**src/rtl/prog_launcher_pkg.sv**
```systemverilog
// Shared types and default widths for the program launcher slice.
package launcher_pkg;

  localparam int AW_DEF = 8;
  localparam int DW_DEF = 8;
  localparam int CW_DEF = 16;

  typedef enum logic [2:0] {
    IDLE,
    LOAD,
    START,
    RUN,
    DRAIN,
    DONE
  } launch_state_t;

endpackage

```
**src/rtl/prog_launcher_if.sv**
```systemverilog
// Backdoor data-memory bus between the launcher (master) and the memory (slave).
interface prog_launcher_if
  import launcher_pkg::*;
#(
  parameter int AW = AW_DEF,
  parameter int DW = DW_DEF
);

  logic          MemWrEn;
  logic [AW-1:0] MemAddr;
  logic [DW-1:0] MemWrData;
  logic [DW-1:0] MemRdData;

  modport master (
    output MemWrEn,
    output MemAddr,
    output MemWrData,
    input  MemRdData
  );

  modport slave (
    input  MemWrEn,
    input  MemAddr,
    input  MemWrData,
    output MemRdData
  );

endinterface

```
**src/rtl/prog_launcher_sat_counter.sv**
```systemverilog
// Saturating up-counter with synchronous clear; AtMax flags Count == MAX.
module sat_counter
  import launcher_pkg::*;
#(
  parameter int CW  = CW_DEF,
  parameter int MAX = 16'hFFFF
) (
  input  logic          Clk,
  input  logic          Reset,
  input  logic          Clear,
  input  logic          Enable,
  output logic [CW-1:0] Count,
  output logic          AtMax
);

  assign AtMax = (Count == CW'(MAX));

  // Count up while enabled, holding at MAX; clear has priority over counting.
  always_ff @(posedge Clk) begin
    if (Reset || Clear) begin
      Count <= '0;
    end else if (Enable && !AtMax) begin
      Count <= Count + CW'(1);
    end
  end

endmodule

```
**src/rtl/prog_launcher.sv**
```systemverilog
// Host-side initiator for the processor Start/Ack run protocol: preloads data
// memory, pulses Start, times the run until Ack (or timeout), then streams
// result bytes back out of data memory.
// Optional feature: define LAUNCH_CHECKSUM_EN to build the XOR checksum of
// returned bytes; otherwise Checksum is tied to zero.
module prog_launcher
  import launcher_pkg::*;
#(
  parameter int AW        = AW_DEF,
  parameter int DW        = DW_DEF,
  parameter int CW        = CW_DEF,
  parameter int START_LEN = 2,
  parameter int TIMEOUT   = 16'hFFFF
) (
  input  logic            Clk,
  input  logic            Reset,
  // run request
  input  logic            ReqValid,
  output logic            ReqReady,
  input  logic [AW-1:0]   ReqWrCnt,
  input  logic [AW-1:0]   ReqRdBase,
  input  logic [AW-1:0]   ReqRdCnt,
  // preload stream
  input  logic            InValid,
  output logic            InReady,
  input  logic [DW-1:0]   InData,
  // backdoor data-memory port
  prog_launcher_if.master Mem,
  // processor run control
  output logic            Start,
  input  logic            Ack,
  // result stream
  output logic            OutValid,
  input  logic            OutReady,
  output logic [DW-1:0]   OutData,
  // run status
  output logic            Done,
  output logic [CW-1:0]   Cycles,
  output logic            TimedOut,
  output logic [DW-1:0]   Checksum
);

  localparam int SW = (START_LEN > 1) ? $clog2(START_LEN) : 1;

  launch_state_t state, nextState;

  logic [AW-1:0] wrCnt;
  logic [AW-1:0] rdBase;
  logic [AW-1:0] rdCnt;
  logic [AW-1:0] idx;
  logic [AW-1:0] k;
  logic [SW-1:0] startCnt;
  logic [CW-1:0] runCount;
  logic          runAtMax;

  logic reqFire, inFire, outFire;
  logic lastIn, lastOut, startLast;
  logic timeoutHit, enterDone;

  assign reqFire    = (state == IDLE)  && ReqValid;
  assign inFire     = (state == LOAD)  && InValid;
  assign outFire    = (state == DRAIN) && OutReady;
  assign lastIn     = (idx == wrCnt - AW'(1));
  assign lastOut    = (k == rdCnt - AW'(1));
  assign startLast  = (startCnt == SW'(START_LEN - 1));
  assign timeoutHit = (state == RUN) && !Ack && runAtMax;
  assign enterDone  = (nextState == DONE) && (state != DONE);

  // Run-length counter: cleared while idle, counts RUN cycles with Ack low.
  sat_counter #(
    .CW (CW),
    .MAX(TIMEOUT)
  ) uRunCounter (
    .Clk   (Clk),
    .Reset (Reset),
    .Clear (state == IDLE),
    .Enable((state == RUN) && !Ack),
    .Count (runCount),
    .AtMax (runAtMax)
  );

  // State register; reset returns to IDLE from any state.
  always_ff @(posedge Clk) begin
    if (Reset) begin
      state <= IDLE;
    end else begin
      state <= nextState;
    end
  end

  // Next-state logic; Ack takes priority over the timeout in the same cycle.
  always_comb begin
    nextState = state;
    case (state)
      IDLE:  if (ReqValid) nextState = (ReqWrCnt == '0) ? START : LOAD;
      LOAD:  if (InValid && lastIn) nextState = START;
      START: if (startLast) nextState = RUN;
      RUN: begin
        if (Ack) begin
          nextState = (rdCnt == '0) ? DONE : DRAIN;
        end else if (runAtMax) begin
          nextState = DONE;
        end
      end
      DRAIN: if (OutReady && lastOut) nextState = DONE;
      DONE:  nextState = IDLE;
      default: nextState = IDLE;
    endcase
  end

  // Moore-style outputs, plus the same-cycle memory write and read path.
  always_comb begin
    ReqReady      = 1'b0;
    InReady       = 1'b0;
    Mem.MemWrEn   = 1'b0;
    Mem.MemAddr   = '0;
    Mem.MemWrData = '0;
    Start         = 1'b0;
    OutValid      = 1'b0;
    OutData       = '0;
    Done          = 1'b0;
    case (state)
      IDLE: ReqReady = 1'b1;
      LOAD: begin
        InReady       = 1'b1;
        Mem.MemWrEn   = InValid;
        Mem.MemAddr   = idx;
        Mem.MemWrData = InData;
      end
      START: Start = 1'b1;
      DRAIN: begin
        // Address wraps naturally at AW bits.
        Mem.MemAddr = rdBase + k;
        OutValid    = 1'b1;
        OutData     = Mem.MemRdData;
      end
      DONE: Done = 1'b1;
      default: ;
    endcase
  end

  // Request latch plus the preload, Start-length and drain index counters.
  always_ff @(posedge Clk) begin
    if (Reset) begin
      wrCnt    <= '0;
      rdBase   <= '0;
      rdCnt    <= '0;
      idx      <= '0;
      k        <= '0;
      startCnt <= '0;
    end else begin
      if (reqFire) begin
        wrCnt  <= ReqWrCnt;
        rdBase <= ReqRdBase;
        rdCnt  <= ReqRdCnt;
        idx    <= '0;
        k      <= '0;
      end
      if (inFire) begin
        idx <= idx + AW'(1);
      end
      if (outFire) begin
        k <= k + AW'(1);
      end
      startCnt <= (state == START) ? startCnt + SW'(1) : '0;
    end
  end

  // Run status is published on entry to DONE so it is valid while Done pulses.
  always_ff @(posedge Clk) begin
    if (Reset) begin
      Cycles   <= '0;
      TimedOut <= 1'b0;
    end else if (enterDone) begin
      Cycles   <= runCount;
      TimedOut <= timeoutHit;
    end
  end

`ifdef LAUNCH_CHECKSUM_EN
  logic [DW-1:0] xorSum;

  // XOR of every returned byte, restarted by each accepted request.
  always_ff @(posedge Clk) begin
    if (Reset) begin
      xorSum <= '0;
    end else if (reqFire) begin
      xorSum <= '0;
    end else if (outFire) begin
      xorSum <= xorSum ^ OutData;
    end
  end

  assign Checksum = xorSum;
`else
  assign Checksum = '0;
`endif

endmodule
```
**src/flat_wrapper.sv**
```systemverilog
// flat-port wrapper written by rule: the top's interface ports become plain ports
module prog_launcher_flat import launcher_pkg::*;
#(
  parameter int AW        = AW_DEF,
  parameter int DW        = DW_DEF,
  parameter int CW        = CW_DEF,
  parameter int START_LEN = 2,
  parameter int TIMEOUT   = 16'hFFFF
)
  (Clk, Reset, ReqValid, ReqReady, ReqWrCnt, ReqRdBase, ReqRdCnt, InValid, InReady, InData, Start, Ack, OutValid, OutReady, OutData, Done, Cycles, TimedOut, Checksum, Mem_MemWrEn, Mem_MemAddr, Mem_MemWrData, Mem_MemRdData);
  prog_launcher_if #(.AW(AW), .DW(DW)) Mem_i ();
  input  logic Clk;
  input  logic Reset;
  input  logic ReqValid;
  output logic ReqReady;
  input  logic [AW-1:0] ReqWrCnt;
  input  logic [AW-1:0] ReqRdBase;
  input  logic [AW-1:0] ReqRdCnt;
  input  logic InValid;
  output logic InReady;
  input  logic [DW-1:0] InData;
  output logic Start;
  input  logic Ack;
  output logic OutValid;
  input  logic OutReady;
  output logic [DW-1:0] OutData;
  output logic Done;
  output logic [CW-1:0] Cycles;
  output logic TimedOut;
  output logic [DW-1:0] Checksum;
  output wire logic [$bits(Mem_i.MemWrEn)-1:0] Mem_MemWrEn;
  output wire logic [$bits(Mem_i.MemAddr)-1:0] Mem_MemAddr;
  output wire logic [$bits(Mem_i.MemWrData)-1:0] Mem_MemWrData;
  input wire logic [$bits(Mem_i.MemRdData)-1:0] Mem_MemRdData;
  assign Mem_MemWrEn = Mem_i.MemWrEn;
  assign Mem_MemAddr = Mem_i.MemAddr;
  assign Mem_MemWrData = Mem_i.MemWrData;
  assign Mem_i.MemRdData = Mem_MemRdData;
  prog_launcher #(.AW(AW), .DW(DW), .CW(CW), .START_LEN(START_LEN), .TIMEOUT(TIMEOUT)) u_core (.Clk(Clk), .Reset(Reset), .ReqValid(ReqValid), .ReqReady(ReqReady), .ReqWrCnt(ReqWrCnt), .ReqRdBase(ReqRdBase), .ReqRdCnt(ReqRdCnt), .InValid(InValid), .InReady(InReady), .InData(InData), .Mem(Mem_i), .Start(Start), .Ack(Ack), .OutValid(OutValid), .OutReady(OutReady), .OutData(OutData), .Done(Done), .Cycles(Cycles), .TimedOut(TimedOut), .Checksum(Checksum));
endmodule
```
**config.mk**
```make
export PLATFORM = sky130hd
export DESIGN_NAME = prog_launcher_flat
export DESIGN_NICKNAME = d
export VERILOG_FILES = /design/src/rtl/prog_launcher_pkg.sv /design/src/rtl/prog_launcher_if.sv /design/src/rtl/prog_launcher_sat_counter.sv /design/src/rtl/prog_launcher.sv /design/src/flat_wrapper.sv
export SDC_FILE = /design/constraint.sdc
export NUM_CORES = 1
export LEC_CHECK = 0
export CORE_MARGIN = 5
export CORE_UTILIZATION = 44
export CTS_BUF_LIST = sky130_fd_sc_hd__clkbuf_8 sky130_fd_sc_hd__clkbuf_16
export DETAILED_ROUTE_END_ITERATION = 8
export HOLD_SLACK_MARGIN = 0.12
export PLACE_DENSITY_LB_ADDON = 0.2
export SYNTH_ARGS = -nofsm -noshare
export SYNTH_HDL_FRONTEND = slang
export SYNTH_SLANG_ARGS = --single-unit
```
**constraint.sdc**
```tcl
create_clock -name Clk -period 3.3 [get_ports Clk]
set_input_delay 0.99 -clock Clk [delete_from_list [all_inputs] [get_ports Clk]]
set_output_delay 0.99 -clock Clk [all_outputs]
set_load 0.05 [all_outputs]
```
==> results of run 1 <==
[what timing repair did]
action                                  in CTS  in global routing
resized for setup                           10                  6
pin swaps                                    5                  3
endpoints found under the setup margin       2                  4
hold buffers                                 0                  0
[layout make-up]
type | count | area, µm² | area share
Sequential cell | 77 | 1550 | 0.272
Multi-Input combinational cell | 384 | 2470 | 0.435
Inverter | 9 | 33.8 | 0.00594
Tap cell | 129 | 161 | 0.0284
Clock inverter | 7 | 65.1 | 0.0114
Clock buffer | 9 | 124 | 0.0218
Timing Repair Buffer | 104 | 1280 | 0.225
[sequential cells by signal (all words and copies together), names as in the netlist]
| name | count |
|---|---|
| u_core.k | 8 |
| u_core.TimedOut | 1 |
| u_core.rdCnt | 8 |
| u_core.rdBase | 8 |
| u_core.startCnt | 1 |
| u_core.uRunCounter.Count | 16 |
| u_core.Cycles | 16 |
| u_core.wrCnt | 8 |
| u_core.state | 3 |
| u_core.idx | 8 |
[placed cells by master, fill, tap and decap left out, drive strengths merged, types with 2 or more instances in the layout]
cell type	instances
buf	39
and2	11
inv	13
and3	15
xor2	19
nor2b	2
o31ai	4
nand3b	4
mux2i	2
or4b	2
nand3	16
clkdlybuf4s50	65
dfxtp	77
a22o	19
conb	8
o221ai	2
nor4	8
nand2b	5
o211ai	3
mux2	2
o21bai	3
clkinv	2
nand4	8
nor3	13
ha	13
o21ai	9
or4	3
or2	2
nand4bb	2
nor3b	2
nor2	49
clkbuf	9
a211oi	4
or3	4
a21o	2
a21oi	49
xnor2	18
nand4b	2
nand2	67
[power breakdown]
part	leakage [nW]	switching, W	internal [W]	total (W)
Clock	0.0943	0.000415	0.000292	0.000707
Combinational	1.47	0.000184	0.000158	0.000342
Sequential	0.626	0.0000304	0.000949	0.000979
[per-layer routing]
layer	share of wire	track usage
met1	0.45	0.234
met2	0.50	0.320
met3	0.040	0.0402
met4	0.019	0.0584
met5	0	0
[through the flow]
step	util	total power [W]	cell area, µm²
6_report	0.615	0.00203	5690
5_1_grt	0.615	0.00212	5690
4_1_cts	0.612	0.00204	5650
3_5_place_dp	0.588	0.00134	5440
3_3_place_gp	0.588	0.00133	5440
2_1_floorplan	-	0.00121	4190
[kinds of logic after synthesis]
family,share of synthesized area
and+or+nand+nor,0.276
AOI/OAI and AO/OA,0.165
DFF,0.370
buffers and inverters,0.0565
xor gates and xnor gates,0.0778
adders and majority gates,0.0439
muxes,0.0102
other,0.000901
[worst max-delay path: cells and delay by family, from the launching register on]
family | cells | cell delay (ns)
fa+ha+maj | 2 | 0.51
flops | 1 | 0.38
xor+xnor | 1 | 0.20
compound gates | 5 | 0.69
buf+inv | 1 | 0.15
[path summary, 6_finish.rpt]
path	from	to	slack, ns	depth (start not counted)
setup / recovery	u_core.k[0]	Mem_MemAddr[6]	0.03	9
hold / removal	u_core.startCnt	u_core.startCnt	0.43	1
setup reg to reg	u_core.rdCnt[0]	u_core.Cycles[9]	0.78	8
hold reg to reg	u_core.startCnt	u_core.startCnt	0.43	1
==> impl_metrics.json, run 1 <==
{
  "outcome": "finished clean",
  "max_cap_violations": 0,
  "antenna_found_initial": 0,
  "clock_sinks": 77,
  "stdcell_count": 719,
  "cts_max_level": 3,
  "grt_max_degree": 33,
  "path_cells": "ha_4 -> fa_2 -> a21o_1 -> a21oi_2 -> o21bai_1 -> a21oi_1 -> xor2_1 -> o21ai_2 -> buf_12",
  "fp.dieW_um": 107,
  "final_hold_viol_count": 0,
  "slew_headroom": 0.616,
  "worst_hold_path_type": "reg2reg",
  "seq_area_frac_synth": 0.370,
  "critPathLaunchType": "flop",
  "ant_nets": 0,
  "postLayoutSetupSlackWorst_ns": 0.0268,
  "fp-row-count": 35,
  "layout_min_cycle_time_ns": 3.27,
  "drt-initial-drc-count": 165,
  "hold-worst-slack_ns": 0.433,
  "drt_pre_antenna_iters": 4,
  "cp-end-kind": "output pin",
  "grt.overflow.total": 0,
  "power_leakage_nw": 2.19,
  "die_h_um": 107,
  "grt_pass1_wl_um": 17500,
  "crit_path_max_incr_delay_ns": 0.38,
  "dp_cells": 703,
  "vdd_ir_drop_max_uv": 205,
  "synth_area_leader_cell": "dfxtp_1",
  "yosysTopAreaCellShare": 0.370,
  "yosysWarnings": 0,
  "dp_slack_ns": 0.0932,
  "tns_ns": 0,
  "gp_congestion": 0.867,
  "synthCells": 496,
  "finalSetupViolCount": 0,
  "worst-setup-path-type": "reg2out",
  "synth_area_mm2": 0.00416,
  "wl_per_cell_um": 14.7,
  "synthDistinctLibCells": 63,
  "critPathRequiredTime_ns": 2.31,
  "vias_per_cell": 5.35,
  "cts_buffer_depth": 2,
  "p_per_area_mw_per_mm2": 357,
  "synth_commonest_cells": "77 x dfxtp_1, 67 x nand2_1, 49 x nor2_1, 47 x a21oi_1",
  "fp.dieArea_mm2": 0.0115,
  "yosys-top-cells-area": "dfxtp_1 37%, nand2_1 6.0%, a21oi_1 5.7%, nor2_1 4.4%, a22o_1 4.0%",
  "num_vias": 3849,
  "clk_latency_ns": 0.36,
  "fmax_mhz": 306,
  "synth.avg_cell_area_um2": 8.39,
  "place_hpwl_um": 8030,
  "cp.arrival_ns": 2.28,
  "port_buffers": 92,
  "wirelength_um": 10600,
  "fillCellCount": 814,
  "critPathSlowestCell": "dfxtp_4",
  "async_flop_share": 0,
  "cp_max_fo": 6,
  "root_buffer": "clkbuf_8",
  "pin_count": 101,
  "cts.clk_slew.worst_paths_ns": 0.09,
  "yosysMostFrequentCell": "dfxtp_1",
  "cts_tree": "done",
  "start_util": 0.451,
  "tightest_slew_ns": 0.576,
  "timing.final.crit_share": 0.992,
  "syn_to_final_growth_pct": 36.6,
  "grt_use_total": 0.187,
  "rsz0062_at_grt": "true",
  "drive_gt1_frac": 0.139,
  "antenna_cells": 0,
  "grt_pass1_vias": 3686,
  "cts_buffers": 9,
  "synth_edf_count": 0,
  "core-area_mm2": 0.00924,
  "slew_violations": 0,
  "ys.flop_type": "dfxtp_1",
  "nNetsFinal": 645,
  "drcViolationCount": 0,
  "post_cts_buffers": 0,
  "fin_skew_ns": 0.0142,
  "ys_ff_latch": 77
}
(Power assumes the default switching activity.)
==> run 2: changes to the inputs <==
--- a/config.mk
+++ b/config.mk
@@ -6,7 +6,7 @@
 export NUM_CORES = 1
 export LEC_CHECK = 0
 export CORE_MARGIN = 5
-export CORE_UTILIZATION = 44
+export CORE_UTILIZATION = 40
 export CTS_BUF_LIST = sky130_fd_sc_hd__clkbuf_8 sky130_fd_sc_hd__clkbuf_16
 export DETAILED_ROUTE_END_ITERATION = 8
 export HOLD_SLACK_MARGIN = 0.12
==> constraint.sdc (replaced) <==
create_clock -name Clk -period 3.5 [get_ports Clk]
set_input_delay 1.05 -clock Clk [delete_from_list [all_inputs] [get_ports Clk]]
set_output_delay 1.05 -clock Clk [all_outputs]
set_load 0.05 [all_outputs]
==> run 2 against run 1 <==
  * Via count shrank 2.8%
  * Worst setup slack better by 0.083 ns
  * Register-to-register slack better by 0.22 ns
  * Worst hold slack gained 0.0028 ns
==> impl_metrics.json, run 2 (synthesis results as in run 1) <==
{
  "final_cell_mix": "75 x dfxtp_1, 67 x nand2_1, 65 x clkdlybuf4s50_1",
  "worst_hold_path_type": "reg2reg",
  "antenna_cells": 0,
  "reg2reg_slack_ns": 1.00,
  "critPathSlowestCell": "dfxtp_2",
  "switching_share": 0.305,
  "clkPwrFrac": 0.345,
  "drive_gt1_frac": 0.129,
  "cts_buffer_depth": 2,
  "vias_per_cell": 5.17,
  "finalSetupViolCount": 0,
  "cts_max_level": 3,
  "port_buffers": 92,
  "num_vias": 3741,
  "multi_input_area_mm2": 0.00244,
  "max_cap_violations": 0,
  "cp-end-kind": "output pin",
  "clock_sinks": 77,
  "outcome": "finished clean",
  "cp-startpoint": "u_core.k[0]",
  "grt_max_degree": 33,
  "drt_pre_antenna_iters": 4,
  "fp.dieW_um": 112,
  "fin_skew_ns": 0.0104,
  "cts.clk_slew.worst_paths_ns": 0.08,
  "final_util": 0.551,
  "die_h_um": 112,
  "min-delay-start": "u_core.startCnt",
  "path_cells": "ha_1 -> fa_2 -> a21o_1 -> a21oi_2 -> o21bai_1 -> a21oi_1 -> xor2_1 -> o21ai_2 -> buf_12",
  "pwr-share-comb": 0.168,
  "timing.final.crit_share": 0.969,
  "worst-setup-path-type": "reg2out",
  "ant_nets": 0,
  "tightest_slew_ns": 0.626,
  "crit-reg2reg-capture": "u_core.Cycles[3]",
  "whs_path_depth": 1,
  "start_util": 0.407,
  "critPathLaunchType": "flop",
  "pwr-share-seq": 0.487,
  "place_hpwl_um": 7950,
  "layout_min_cycle_time_ns": 3.39,
  "cts_buffers": 9,
  "fmax_mhz": 295,
  "drcViolationCount": 0,
  "p_int_w": 0.00132,
  "stdcell_count": 724,
  "p_sw_w": 0.000578,
  "power_leakage_nw": 2.17,
  "antenna_found_initial": 0,
  "slew_violations": 0,
  "cp_max_fo": 6,
  "crit_path_max_incr_delay_ns": 0.36,
  "gp_congestion": 0.831,
  "core-area_mm2": 0.0102,
  "grt_pass1_vias": 3475,
  "fillCellCount": 942,
  "grt.overflow.total": 0,
  "r2r-start": "u_core.rdCnt[0]",
  "root_buffer": "clkbuf_8",
  "drt-initial-drc-count": 176,
  "ctsHoldBuffers": 0,
  "hold_path_end": "u_core.startCnt",
  "grt_pass1_wl_um": 17000,
  "critPathRequiredTime_ns": 2.45,
  "seq_area_mm2": 0.00154,
  "fp.dieArea_mm2": 0.0125,
  "syn_to_final_growth_pct": 35.4,
  "dp_cells": 708,
  "clk_latency_ns": 0.36,
  "power.total_w": 0.00190,
  "hold-worst-slack_ns": 0.436,
  "p_per_area_mw_per_mm2": 336,
  "final_hold_viol_count": 0,
  "ff2ff_path_depth": 8,
  "dp_slack_ns": 0.186,
  "cts_tree": "done",
  "nNetsFinal": 643,
  "grt_use_total": 0.162,
  "final_common_cell": "dfxtp_1",
  "postLayoutSetupSlackWorst_ns": 0.110,
  "wirelength_um": 10400,
  "top_regs": "u_core.Cycles: 16 flops, u_core.uRunCounter.Count: 16 flops",
  "wl_per_cell_um": 14.3,
  "slew_headroom": 0.582,
  "vdd_ir_drop_max_uv": 180,
  "fp-row-count": 37,
  "cp.arrival_ns": 2.34,
  "pin_count": 101,
  "post_cts_buffers": 0
}
==> run 2: cell count changes in the layout (fill, tap and decap cells not counted), sizes merged <==
| cell | before | now |
|---|---|---|
| buf | 39 | 37 |
| clkinv | 2 | 3 |
| inv | 13 | 12 |
==> run 2: cell type report <==
cell class	count	area share
inverter	9	0.00599
sequential	77	0.274
timing repair buffer	102	0.222
tap	136	0.0302
clock inverter	7	0.0124
clock buffer	9	0.0220
multi-input combinational	384	0.433
==> run 2: power by group through the flow <==
stage | clock, W | combinational (W) | sequential (W)
2_1_floorplan | 0 | 0.000203 | 0.000933
3_3_place_gp | 0 | 0.000313 | 0.000942
3_5_place_dp | 0 | 0.000318 | 0.000943
4_1_cts | 0.000672 | 0.000319 | 0.000922
5_1_grt | 0.000703 | 0.000345 | 0.000927
6_report | 0.000654 | 0.000318 | 0.000922
==> run 2: how the worst max path moves through the flow <==
stage,to,slack (ns),depth (start not counted)
6_report,Mem_MemAddr[6],0.11,9
2_1_floorplan,Mem_MemAddr[2],0.09,5
3_3_place_gp,Mem_MemAddr[7],0.28,8
4_1_cts,Mem_MemAddr[7],0.01,8
3_5_place_dp,u_core.Cycles[3],0.19,7
5_1_grt,Mem_MemAddr[6],-0.004,9
==> run 2: through the flow <==
stage               TNS (ns)  cell area, µm²
finish                     0            5640
global route        -0.00352            5640
CTS                        0            5630
detailed placement         0            5420
global placement           0            5420
floorplan                  0            4190
==> run 2: what timing repair did <==
item | CTS | global route
setup endpoints to repair | 2 | 2
gates resized for setup | 5 | 4
pin swaps | 0 | 3
==> run 2: worst max-delay path, delay by kind of cell, from the launching register on <==
family | cells | cell delay (ns)
fa+ha+maj | 2 | 0.60
flops | 1 | 0.36
compound gates | 5 | 0.79
buf+inv | 1 | 0.16
xor+xnor | 1 | 0.10
==> run 2: routing by layer <==
layer | up-vias | share of wire | GRT usage
met1 | 1720 | 0.45 | 0.211
met5 | - | 0 | 0
met4 | 0 | 0.017 | 0.0537
met3 | 17 | 0.046 | 0.0296
met2 | 98 | 0.49 | 0.273
li1 | 1906 | - | -
==> run 3: changes to the inputs <==
--- a/config.mk
+++ b/config.mk
@@ -10,7 +10,9 @@
 export CTS_BUF_LIST = sky130_fd_sc_hd__clkbuf_8 sky130_fd_sc_hd__clkbuf_16
 export DETAILED_ROUTE_END_ITERATION = 8
 export HOLD_SLACK_MARGIN = 0.12
+export MAX_ROUTING_LAYER = met4
 export PLACE_DENSITY_LB_ADDON = 0.2
+export SLEW_MARGIN = 20
 export SYNTH_ARGS = -nofsm -noshare
 export SYNTH_HDL_FRONTEND = slang
 export SYNTH_SLANG_ARGS = --single-unit
==> run 3 against run 2 <==
  * Fmax rose by 0.25%
  * Non-clock buffer count did not move
  * Utilization did not move
  * Die area did not move
  * Combinational power barely moved
  * Register-to-register slack barely moved
  * Clock power barely moved
  * Critical path depth fell by 1
  * Worst hold slack barely moved
  * First-iteration DRC count rose by 6.3%
  * Sequential power barely moved
  * Largest power group unchanged
  * Highest routed layer unchanged
==> impl_metrics.json, run 3 (synthesis results as in run 1) <==
{
  "outcome": "finished clean",
  "core-area_mm2": 0.0102,
  "cts_buffers": 9,
  "antenna_found_initial": 0,
  "drcViolationCount": 0,
  "dp_slack_ns": 0.186,
  "timing.final.crit_share": 0.966,
  "die_h_um": 112,
  "start_util": 0.407,
  "cts_buffer_depth": 2,
  "cp.arrival_ns": 2.33,
  "p_int_w": 0.00132,
  "fmax_mhz": 296,
  "vdd_ir_drop_max_uv": 180,
  "grt_use_total": 0.167,
  "pwr-share-comb": 0.168,
  "max_cap_violations": 0,
  "layout_min_cycle_time_ns": 3.38,
  "critPathLaunchType": "flop",
  "drt-initial-drc-count": 187,
  "cts_max_level": 3,
  "cp-end-kind": "output pin",
  "root_buffer": "clkbuf_8",
  "final_util": 0.551,
  "final_hold_viol_count": 0,
  "drt_pre_antenna_iters": 4,
  "nNetsFinal": 643,
  "slew_headroom": 0.580,
  "fp-row-count": 37,
  "num_vias": 3711,
  "wirelength_um": 10300,
  "antenna_cells": 0,
  "grt_pass1_vias": 3465,
  "worst-setup-path-type": "reg2out",
  "vias_per_cell": 5.13,
  "fp.dieW_um": 112,
  "fp.dieArea_mm2": 0.0125,
  "final_common_cell": "dfxtp_1",
  "slew_violations": 0,
  "switching_share": 0.304,
  "pin_count": 101,
  "clock_sinks": 77,
  "top_regs": "u_core.Cycles: 16 flops, u_core.uRunCounter.Count: 16 flops",
  "syn_to_final_growth_pct": 35.4,
  "gp_congestion": 0.844,
  "grt.overflow.total": 0,
  "cp_max_fo": 6,
  "grt_pass1_wl_um": 17100,
  "cts_tree": "done",
  "place_hpwl_um": 7950,
  "tightest_slew_ns": 0.629,
  "ant_nets": 0,
  "clk_latency_ns": 0.35,
  "finalSetupViolCount": 0,
  "pwr-share-seq": 0.487,
  "final_cell_mix": "75 x dfxtp_1, 67 x nand2_1, 65 x clkdlybuf4s50_1",
  "p_sw_w": 0.000575,
  "placed_cell_area_mm2": 0.00542,
  "wl_per_cell_um": 14.2,
  "p_per_area_mw_per_mm2": 336,
  "final_cell_area_mm2": 0.00564,
  "fin_skew_ns": 0.0105,
  "postLayoutSetupSlackWorst_ns": 0.118,
  "worst_hold_path_type": "reg2reg",
  "grt_max_degree": 33,
  "power_leakage_nw": 2.17,
  "cts.clk_slew.worst_paths_ns": 0.08,
  "critPathRequiredTime_ns": 2.45,
  "drive_gt1_frac": 0.129,
  "clkPwrFrac": 0.344,
  "port_buffers": 92
}
==> run 3: path summary, 6_finish.rpt <==
path	from	endpoint	slack [ns]	cells after the start
max	u_core.k[1]	Mem_MemAddr[7]	0.12	8
max reg2reg	u_core.rdCnt[0]	u_core.Cycles[3]	0.99	8
min	u_core.startCnt	u_core.startCnt	0.44	1
min reg2reg	u_core.startCnt	u_core.startCnt	0.44	1
==> run 3: worst max-delay path: stages, from the launching register on <==
cell and delay, ns:
dfxtp_2 0.37, ha_1 0.29, a21o_1 0.19, a21oi_2 0.19
o21bai_2 0.09, a2111oi_2 0.38, or4_1 0.18, nand3_1 0.12
buf_12 0.18
==> run 3: repair_timing <==
item | 4_1_cts | 5_1_grt
hold buffers | 0 | 0
gates resized for setup | 5 | 4
gates cloned | 0 | 0
buffers inserted | 0 | 0
pin swaps | 0 | 3
setup endpoints to repair | 2 | 2
==> run 3: cell type report <==
cell class | count | area, µm²
Clock buffer | 9 | 124
Clock inverter | 7 | 70.1
Fill cell | 942 | 4590
Inverter | 9 | 33.8
Multi-Input combinational cell | 384 | 2440
Sequential cell | 77 | 1540
Tap cell | 136 | 170
Timing Repair Buffer | 102 | 1250
==> run 3: layer usage <==
layer,track usage,vias to the layer above,wire length (µm)
met4,0.0537,0,138
met3,0.0259,13,395
met1,0.214,1709,4700
met2,0.272,86,5080
li1,-,1903,-
met5,-,-,0
==> run 3: power groups by stage <==
stage	clock [W]	combinational (W)	sequential, W
6_report	0.000652	0.000318	0.000922
5_1_grt	0.000703	0.000345	0.000927
4_1_cts	0.000672	0.000319	0.000922
3_5_place_dp	0	0.000318	0.000943
3_3_place_gp	0	0.000313	0.000942
2_1_floorplan	0	0.000203	0.000933
==> run 3: stage by stage <==
stage	cells	power [W]	hold slack [ns]	setup TNS, ns
floorplan	503	0.00114	0.401	0
global placement	708	0.00126	0.411	0
detailed placement	708	0.00126	0.421	0
CTS	724	0.00191	0.432	0
global route	724	0.00198	0.457	-0.00354
finish	724	0.00189	0.436	0
